`src/rtl/counter_timer_multi.sv`:
```
// counter_timer_multi
//   Bank of CHANNELS independent up/down timers. Each channel has four
//   registers that share one flat register port:
//     sel=0 cfg    [0] enable [1] oneshot [2] up [3] irq_en [4] chain
//                  [15:8] prescale (only with COUNTER_TIMER_PRESCALE_EN)
//     sel=1 value  running count
//     sel=2 data   reload value (down) / limit (up)
//     sel=3 status [0] terminal seen; write 1 to clear
//   Optional feature macro: COUNTER_TIMER_PRESCALE_EN adds an 8-bit
//   per-channel prescaler. When it is undefined, every cycle is a
//   prescale tick and cfg[15:8] reads 0.
//
// Ports
//   clkin     sole clock, rising edge
//   resetn    asynchronous active-low reset
//   reg_addr  {channel index, sel[1:0]}
//   reg_we    write strobe, one write per asserted cycle
//   reg_di    write data
//   reg_do    read data, combinational from reg_addr (0 for absent channels)
//   irq       per-channel level interrupt = status[0] & irq_en
module counter_timer_multi #(
    parameter int WIDTH    = 32,
    parameter int CHANNELS = 2
) (
    input  logic                        clkin,
    input  logic                        resetn,
    input  logic [$clog2(CHANNELS)+1:0] reg_addr,
    input  logic                        reg_we,
    input  logic [WIDTH-1:0]            reg_di,
    output logic [WIDTH-1:0]            reg_do,
    output logic [CHANNELS-1:0]         irq
);

    logic [1:0]       sel;
    logic [31:0]      ch_idx;
    logic [WIDTH-1:0] ch_rd [CHANNELS];

    assign sel    = reg_addr[1:0];
    assign ch_idx = 32'(reg_addr >> 2);

    for (genvar n = 0; n < CHANNELS; n++) begin : g_ch
        logic             en, oneshot, up, irq_en, chain, status;
        logic [WIDTH-1:0] value, data, value_nxt, rd;
        logic [15:0]      cfg_rd;
        logic             hit, wr_cfg, wr_val, wr_dat, wr_sts;
        logic             link_ok, ptick, at_limit, tick, term;

        assign hit    = reg_we && (ch_idx == 32'(n));
        assign wr_cfg = hit && (sel == 2'd0);
        assign wr_val = hit && (sel == 2'd1);
        assign wr_dat = hit && (sel == 2'd2);
        assign wr_sts = hit && (sel == 2'd3);

        // A chained channel advances only on the cycle its lower
        // neighbour hits its terminal event; channel 0 has no neighbour.
        if (n == 0) begin : g_head
            assign link_ok = 1'b1;
        end else begin : g_link
            assign link_ok = !chain || g_ch[n-1].term;
        end

`ifdef COUNTER_TIMER_PRESCALE_EN
        logic [7:0] psc, pcnt, di_psc;

        assign di_psc = 8'(reg_di >> 8);
        assign ptick  = (pcnt == psc);
        assign cfg_rd = {psc, 3'b000, chain, irq_en, up, oneshot, en};

        // Any cfg write restarts the prescale period from zero.
        always_ff @(posedge clkin or negedge resetn) begin
            if (!resetn) begin
                psc  <= '0;
                pcnt <= '0;
            end else begin
                if (wr_cfg)
                    psc <= di_psc;
                if (wr_cfg || ptick)
                    pcnt <= '0;
                else
                    pcnt <= pcnt + 8'd1;
            end
        end
`else
        assign ptick  = 1'b1;
        assign cfg_rd = {8'h00, 3'b000, chain, irq_en, up, oneshot, en};
`endif

        assign tick = en && ptick && link_ok;

        // In up mode a value written above the limit terminates at once
        // rather than counting through all-ones and wrapping.
        assign at_limit = up ? (value >= data) : (value == '0);
        assign term     = tick && at_limit;

        always_comb begin
            value_nxt = value;
            if (tick) begin
                if (!at_limit)
                    value_nxt = up ? value + WIDTH'(1) : value - WIDTH'(1);
                else if (!oneshot)
                    value_nxt = up ? '0 : data;
            end
        end

        // Register writes override the tick update of the same register;
        // the terminal event still reaches status, and a set beats a clear.
        always_ff @(posedge clkin or negedge resetn) begin
            if (!resetn) begin
                en      <= 1'b0;
                oneshot <= 1'b0;
                up      <= 1'b0;
                irq_en  <= 1'b0;
                chain   <= 1'b0;
                status  <= 1'b0;
                value   <= '0;
                data    <= '0;
            end else begin
                if (wr_cfg) begin
                    en      <= reg_di[0];
                    oneshot <= reg_di[1];
                    up      <= reg_di[2];
                    irq_en  <= reg_di[3];
                    chain   <= reg_di[4];
                end else if (term && oneshot) begin
                    en <= 1'b0;
                end
                value <= wr_val ? reg_di : value_nxt;
                if (wr_dat)
                    data <= reg_di;
                status <= term || (status && !(wr_sts && reg_di[0]));
            end
        end

        always_comb begin
            case (sel)
                2'd0:    rd = WIDTH'(cfg_rd);
                2'd1:    rd = value;
                2'd2:    rd = data;
                default: rd = WIDTH'(status);
            endcase
        end

        assign ch_rd[n] = rd;
        assign irq[n]   = status && irq_en;
    end

    // Channel indices with no channel behind them read as zero.
    always_comb begin
        reg_do = '0;
        for (int i = 0; i < CHANNELS; i++)
            if (ch_idx == 32'(i))
                reg_do = ch_rd[i];
    end

endmodule

```
`config.mk`:
```
export PLATFORM = sky130hd
export DESIGN_NAME = counter_timer_multi
export DESIGN_NICKNAME = d
export VERILOG_FILES = /design/src/rtl/counter_timer_multi.sv
export SDC_FILE = /design/constraint.sdc
export NUM_CORES = 1
export LEC_CHECK = 0
export BUFFER_PORTS_ARGS = -buffer_cell sky130_fd_sc_hd__buf_4
export CAP_MARGIN = 0
export CORE_MARGIN = 3
export CORE_UTILIZATION = 55
export CTS_BUF_LIST = sky130_fd_sc_hd__clkbuf_8
export CTS_CLUSTER_DIAMETER = 80
export DETAILED_ROUTE_END_ITERATION = 12
export PLACE_DENSITY_LB_ADDON = 0.2
export SLEW_MARGIN = 40
export SYNTH_ARGS = -nofsm -noshare
export SYNTH_HDL_FRONTEND = slang
export SYNTH_SLANG_ARGS = --single-unit
```
`constraint.sdc`:
```
create_clock -name clkin -period 3.5 [get_ports clkin]
set_input_delay 0.525 -clock clkin [delete_from_list [all_inputs] [get_ports clkin]]
set_output_delay 0.525 -clock clkin [all_outputs]
set_load 0.01 [all_outputs]
```
==> metrics.md, run 1 <==
| Metric | Value |
|---|---|
| CP bufs+invs | 2 |
| Crit Path Category | flop to flop |
| CTS Hold Buffers Added | 0 |
| Total gr overflow | 0 |
| Slowest CP cell | dfrtp_1 |
| PwrDens | 880 mW/mm^2 |
| H-tree depth | 4 |
| Syn avg cell area | 8.34 um^2 |
| Leakage | 5.95 nW |
| Io pins | 72 |
| Starting Density | 57.2% |
| Post-synth EDFFs | 0 |
| Crit path to | g_ch[0].value[1] |
| Commonest non-fill, non-tap cell in the layout | dfrtp_1 |
| Post-synth cell types | 82 |
| Crit path launch | g_ch[0].value[31] |
| WL final | 38800 um |
| Max rail drop VDD | 0.493 mV |
| Unrepaired setup endpoints after global routing | no |
| Core ar. | 0.0214 mm^2 |
| Status | complete, no violations |
| # diodes | 0 |
| Total track usage | 31.9% |
| DR WL/cell | 21.5 um |
| Finished Core Util | 63.5% |
| Initial antenna violation count | 0 |
| Post-Synth Simple-Gate Area | 15.9% |
| CTS Buf Count | 17 |
| Placed Cells | 1771 |
| Reg2reg start | g_ch[0].value[31] |
| Routability cong. | 0.917 |
| Critical path startpoint category | flop |
| Resized cells post-CTS | 0 |
| Final min period | 3.39 ns |
| Vias in the first global route | 11200 |
| Clock Tree Buf Depth | 2 |
| Critical Path RT | 3.84 ns |
| Ys async rst share | 100% |
| CP delay by family, top | compound AO/OA/AOI/OAI gates |
| Register area share after synthesis | 28.6% |
| Part of the power in registers | 25.7% |
| Mux contribution to synthesized area | 5.60% |
| First-pass GRT wire length | 61600 um |
| Reg2reg path depth | 12 |
| PortBufs | 71 |
| Crit end category | flop |
| Max Cap Viol | 0 |
| Fin. Hold Viols | 0 |
| Setup TNS | 0 ns |
| Vias/cell | 6.62 |
| Hold Path Class | primary input to asynchronous set/reset pin |
| Via count | 11900 |
| Synth warn | 0 |
| Fin crit share | 97.0% |
| CTS Root Cell | clkbuf_8 |
| Peak Freq | 295 MHz |
| Final HPWL DP | 28600 um |
| Worst R2R Setup Slack | 0.11 ns |
| CTS tree | yes |
| Mapped Cells | 1468 |
| Number of remaining DRC errors | 0 |
| Initial DRT Pass Iterations | 5 |
| Clock-pin slew on the worst setup and hold paths | 0.08 ns |
| Slew Limit Fails | 0 |
| Int Pwr | 6.03 mW |
| Fin nets | 1679 |
| Worst-skew pair later-pin latency | 0.47 ns |
| Die height | 155 um |
| Fraction of layout cells with a size suffix above 1 | 14.7% |
| Die outline area | 0.0241 mm^2 |
| Clock power frac | 10.5% |
| Post-Syn Nets | 1632 |
| Critical-path cell list | ha_1 -> nand4_1 -> nor4_2 -> o311ai_1 -> a21oi_1 -> o21ai_4 -> buf_4 -> o21ai_4 -> buf_4 -> nor2_1 -> a21oi_1 -> o21ai_0 |
| Max stage delay on crit path | 0.49 ns |
| Area contributors post-synth | dfrtp_1 29%, ha_1 13%, o21ai_0 5.3% |
| Die Wd | 155 um |
| Post-CTS Setup Inserts | 0 |
| Seq cells post-synth | 140 |
| Final Skew | 0.0154 ns |
| WP depth | 12 |
| Post-synth top area cell | dfrtp_1 |
| Synth Area in Compound Gates | 28.9% |
| Worst slew margin | 44.6% |
| CTS sink cnt | 140 |
| Row count | 53 |
| Endpoints failing setup | 0 |
| Switching Share | 49.6% |
| FF-to-FF End | g_ch[0].value[1] |
| Switch Pwr | 5.94 mW |
| Most frequent cells in the layout | 140 x dfrtp_1, 130 x nand2_1, 128 x o21ai_0 |
| Gate power share | 63.8% |
| Non-filler cells, final | 1803 |
| Area of the mapped netlist | 0.0122 mm^2 |
| Post-synthesis xor/xnor area fraction | 2.93% |
| Crit Path Max Fanout | 32 |
| Adder-cell share of the synthesized area | 13.0% |
| Routed Antenna Nets | 0 |
| Worst-Margin Slew | 0.828 ns |
| Largest family of logic cells by synthesized area | compound AO/OA/AOI/OAI gates |
| Initial drt markers | 1294 |
| Synth Flop Type | dfrtp_1 |
| Area Overhead vs Synth | 11.1% |
| Synth top area share | 28.6% |
| Pin count of the biggest net entering global routing | 72 |
| WP data arrival | 3.74 ns |
power groups by stage:
stage	Combinational (mW)	Sequential [mW]	Clock, mW
final	7.64	3.07	1.26
after global routing	8.47	3.14	1.34
after CTS	7.44	3.03	1.27
after detailed placement	7.38	3.06	0
after global placement	7.20	3.04	0
after floorplan	5.64	2.71	0
cell families (layout without fill, tap and decap cells):
group	count (synthesis)	count (layout)
buffers and inverters	157	217
and+or+nand+nor	418	418
DFF	140	140
AOI/OAI and AO/OA	525	525
adders and majority gates	126	126
muxes	61	61
xor gates and xnor gates	41	41
worst min path at each step:
stage	startpoint	to	slack, ns	cells past startpoint
floorplan	resetn	g_ch[0].chain	0.23	0
global placement	g_ch[0].chain	g_ch[0].chain	0.50	1
detailed placement	g_ch[0].chain	g_ch[0].chain	0.50	1
CTS	resetn	g_ch[0].data[21]	0.08	1
global route	resetn	g_ch[0].value[21]	0.09	1
finish	resetn	g_ch[0].data[21]	0.05	1
area by class of cell:
type | instances | area, um^2
sequential | 140 | 3500
tap | 275 | 344
multi-input combinational | 1171 | 8220
inverter | 79 | 300
timing repair buffer | 106 | 878
clock buffer | 19 | 262
fill | 1863 | 7810
clock inverter | 13 | 103
per-stage QoR:
step | setup WS (ns) | area, um^2 | total power, mW | hold slack (ns)
6_report | 0.105 | 13600 | 12.0 | 0.0506
5_1_grt | 0.00949 | 13600 | 12.9 | 0.0917
4_1_cts | 0.0366 | 13500 | 11.7 | 0.0771
3_5_place_dp | 0.0457 | 13200 | 10.4 | 0.502
3_3_place_gp | 0.0379 | 13200 | 10.2 | 0.500
2_1_floorplan | 0.00754 | 12200 | 8.35 | 0.229
flip-flops by register name, summed over array words and instances (netlist names):
name	flops
g_ch.data	64
g_ch.oneshot	2
g_ch.en	2
g_ch.up	2
g_ch.value	64
g_ch.chain	2
g_ch.status	2
g_ch.irq_en	2
synthesized netlist by cell type (20+ instances only):
| cell | instances |
|---|---|
| a22oi_1 | 29 |
| a21o_1 | 34 |
| a221oi_1 | 44 |
| xnor2_1 | 21 |
| nor3_1 | 34 |
| nand3_1 | 27 |
| inv_1 | 79 |
| nand2_1 | 130 |
| nor2_1 | 123 |
| clkbuf_1 | 55 |
| o31ai_1 | 25 |
| a211oi_1 | 33 |
| dfrtp_1 | 140 |
| ha_1 | 124 |
| a21oi_1 | 125 |
| mux2_2 | 40 |
| xor2_1 | 20 |
| o21ai_0 | 129 |
metal layers:
layer / track usage, % / vias up / part of all wire [%]
li1: - / 5588 / -
met1: 46.4 / 5755 / 44
met2: 49.0 / 526 / 45
met3: 5.79 / 73 / 8.0
met4: 8.88 / 0 / 2.4
met5: 0 / - / 0
Power figures use the tool's default switching activity.
==> run 2, diff against run 1 <==
--- a/config.mk
+++ b/config.mk
@@ -8,11 +8,12 @@
 export BUFFER_PORTS_ARGS = -buffer_cell sky130_fd_sc_hd__buf_4
 export CAP_MARGIN = 0
 export CORE_MARGIN = 3
-export CORE_UTILIZATION = 55
+export CORE_UTILIZATION = 25
 export CTS_BUF_LIST = sky130_fd_sc_hd__clkbuf_8
 export CTS_CLUSTER_DIAMETER = 80
 export DETAILED_ROUTE_END_ITERATION = 12
 export PLACE_DENSITY_LB_ADDON = 0.2
+export REMOVE_ABC_BUFFERS = 1
 export SLEW_MARGIN = 40
 export SYNTH_ARGS = -nofsm -noshare
 export SYNTH_HDL_FRONTEND = slang
==> run 2 against run 1 <==
Against the previous run: routed wire length grew 18%; flip-flop and latch count is the same; fmax grew 2.1%; sequential share of layout area shrank 1.1 points; setup slack gained 0.071 ns; utilization shrank 34 points; worst hold slack lost 0.027 ns; via count shrank 2.2%; first-iteration DRC count shrank 28%; clock-buffer cell count grew 3; non-clock buffer count grew 22; clock skew shrank 0.0049 ns.
==> metrics.md, run 2 (synthesized netlist as in run 1, its figures left out) <==
| Metric | Value |
|---|---|
| Io pins | 72 (unchanged) |
| Area Overhead vs Synth | 16.2% |
| CTS tree | yes |
| Critical path startpoint category | flop |
| Die Wd | 227 um (+46%) |
| WL final | 45700 um (+18%) |
| Slew Limit Fails | 0 (unchanged) |
| Fillers | 5149 (+180%) |
| Clock Tree Buf Depth | 2 (unchanged) |
| Part of the power in registers | 24.4% (-1.3 points) |
| CP dominant cell by count | nor3_1 |
| DRT met1 WL | 21500 um (+25%) |
| Switching Share | 49.4% (-0.17 points) |
| CTS sink cnt | 140 (unchanged) |
| DR WL/cell | 21.1 um (-1.9%) |
| Total gr overflow | 0 (unchanged) |
| Leakage | 6.09 nW (+2.2%) |
| Starting Density | 25.5% (-32 points) |
| Gate power share | 64.7% (+0.9 points) |
| CTS Root Cell | clkbuf_8 |
| Int Pwr | 6.20 mW (+2.7%) |
| Pre-CTS setup slack | 0.0641 ns (+0.0184 ns) |
| Switch Pwr | 6.06 mW (+2.0%) |
| Hold Path Class | primary input to asynchronous set/reset pin |
| Row count | 80 (+51%) |
| CTS Buf Count | 17 (unchanged) |
| Routability cong. | 0.838 (-8.6%) |
| CTS Hold Buffers Added | 0 (unchanged) |
| Biggest regs | g_ch.data (64), g_ch.value (64) |
| Cell area after placement | 0.0138 mm^2 (+4.8%) |
| Status | complete, no violations |
| Crit end category | flop |
| Worst-skew pair later-pin latency | 0.50 ns (+0.03 ns) |
| Critical Path RT | 3.91 ns (+0.07 ns) |
| PnR worst setup slack | 0.176 ns (+0.0706 ns) |
| Initial drt markers | 926 (-28%) |
| Initial antenna violation count | 1 (+1) |
| Routed Antenna Nets | 0 (unchanged) |
| Worst-Margin Slew | 0.730 ns (-0.0979 ns) |
| Worst slew margin | 51.3% (+6.7 points) |
| Setup TNS | 0 ns (unchanged) |
| Fin crit share | 95.0% (-2.0 points) |
| Core ar. | 0.0480 mm^2 (+120%) |
| Via count | 11700 (-2.2%) |
| Final Skew | 0.0104 ns (-0.00493 ns) |
| Vias/cell | 5.40 (-19%) |
| Commonest non-fill, non-tap cell in the layout | dfrtp_1 |
| Number of remaining DRC errors | 0 (unchanged) |
| Crit Path Max Fanout | 43 (+34%) |
| Endpoints failing setup | 0 (unchanged) |
| Crit Path Category | flop to flop |
| Fin. Hold Viols | 0 (unchanged) |
| Met3 WL | 1510 um (-51%) |
| PwrDens | 861 mW/mm^2 (-2.1%) |
| Fin nets | 1701 (+1.3%) |
| Slowest CP cell | nor3_1 |
| Most frequent cells in the layout | 140 x dfrtp_1, 130 x nand2_1, 128 x o21ai_0 |
| Max rail drop VDD | 0.214 mV (-57%) |
| Fin Hold WS | 0.0233 ns (-0.0273 ns) |
| Pin count of the biggest net entering global routing | 74 (+2.8%) |
| Vias in the first global route | 11600 (+3.2%) |
| PortBufs | 71 (unchanged) |
| Die height | 227 um (+46%) |
| Total track usage | 17.9% (-14 points) |
| Initial DRT Pass Iterations | 7 (+2) |
| WP data arrival | 3.74 ns (about the same) |
| Max stage delay on crit path | 0.47 ns (-0.02 ns) |
| Clock-pin slew on the worst setup and hold paths | 0.08 ns (about the same) |
| Die outline area | 0.0517 mm^2 (+110%) |
| Critical-path cell list | ha_1 -> nand4_1 -> nor3_1 -> nand3_1 -> nand2_1 -> o22ai_1 -> or3_1 -> buf_4 -> nor3_1 -> a211oi_1 -> o31ai_1 |
| H-tree depth | 4 (unchanged) |
| Fraction of layout cells with a size suffix above 1 | 15.8% (+1.0 points) |
| Met2 WL | 21600 um (+23%) |
| Max Cap Viol | 0 (unchanged) |
| Peak Freq | 301 MHz (+2.1%) |
| Clock power frac | 10.9% (+0.4 points) |
| Final HPWL DP | 34000 um (+19%) |
| Final min period | 3.32 ns (-0.0706 ns) |
| First-pass GRT wire length | 71000 um (+15%) |
| Final Cell Area | 0.0142 mm^2 (+4.6%) |
| DR top layer | met4 |
## run 2: layout make-up
class                      instances  area [um^2]  area share, %
multi-input combinational       1171         8210           57.7
sequential                       140         3500           24.6
timing repair buffer             128         1080           7.59
tap                              615          769           5.41
clock buffer                      22          303           2.13
inverter                          79          297           2.08
clock inverter                     9         70.1          0.492
antenna                            1         2.50         0.0176
## run 2: layer usage
metal / vias to the layer above / global-route usage [%]
met3: 49 / 2.27
li1: 5634 / -
met1: 5757 / 24.4
met4: 0 / 5.22
met2: 244 / 29.7
met5: - / 0
## run 2: through the flow
| stage | util (%) | instances | power [mW] |
|---|---|---|---|
| after CTS | 29.5 | 2164 | 12.2 |
| after floorplan | - | 1390 | 8.25 |
| after global routing | 29.6 | 2164 | 13.4 |
| final | 29.6 | 2165 | 12.3 |
| after detailed placement | 28.8 | 2133 | 10.8 |
| after global placement | 28.8 | 2133 | 10.7 |
## run 2: worst paths after layout
kind	startpoint	to	slack, ns	depth (start not counted)
setup / recovery	g_ch[1].value[27]	g_ch[1].value[22]	0.18	11
hold / removal	resetn	g_ch[1].value[19]	0.02	1
setup reg to reg	g_ch[1].value[27]	g_ch[1].value[22]	0.18	11
hold reg to reg	g_ch[0].chain	g_ch[0].chain	0.52	1
max in group asynchronous	resetn	g_ch[0].data[25]	2.56	2
min in group clkin	reg_di[27]	g_ch[0].data[27]	0.28	3
## run 2: timing repair
action,in CTS,in global routing
endpoints found under the setup margin,0,23
resized for setup,0,9
buffers inserted,0,0
## run 2: worst max-delay path, delay by kind of cell (launching register included)
kind | cells | cell delay (ns)
fa+ha+maj | 1 | 0.35
compound gates | 3 | 0.52
simple gates | 6 | 1.58
flops | 1 | 0.46
buf+inv | 1 | 0.30
## run 2: power by group through the flow
stage	clock, mW	sequential (mW)	combinational (mW)
after detailed placement	0	3.01	7.80
after floorplan	0	2.73	5.52
final	1.34	2.99	7.93
after global routing	1.43	3.08	8.85
after CTS	1.37	2.98	7.86
after global placement	0	3.01	7.73
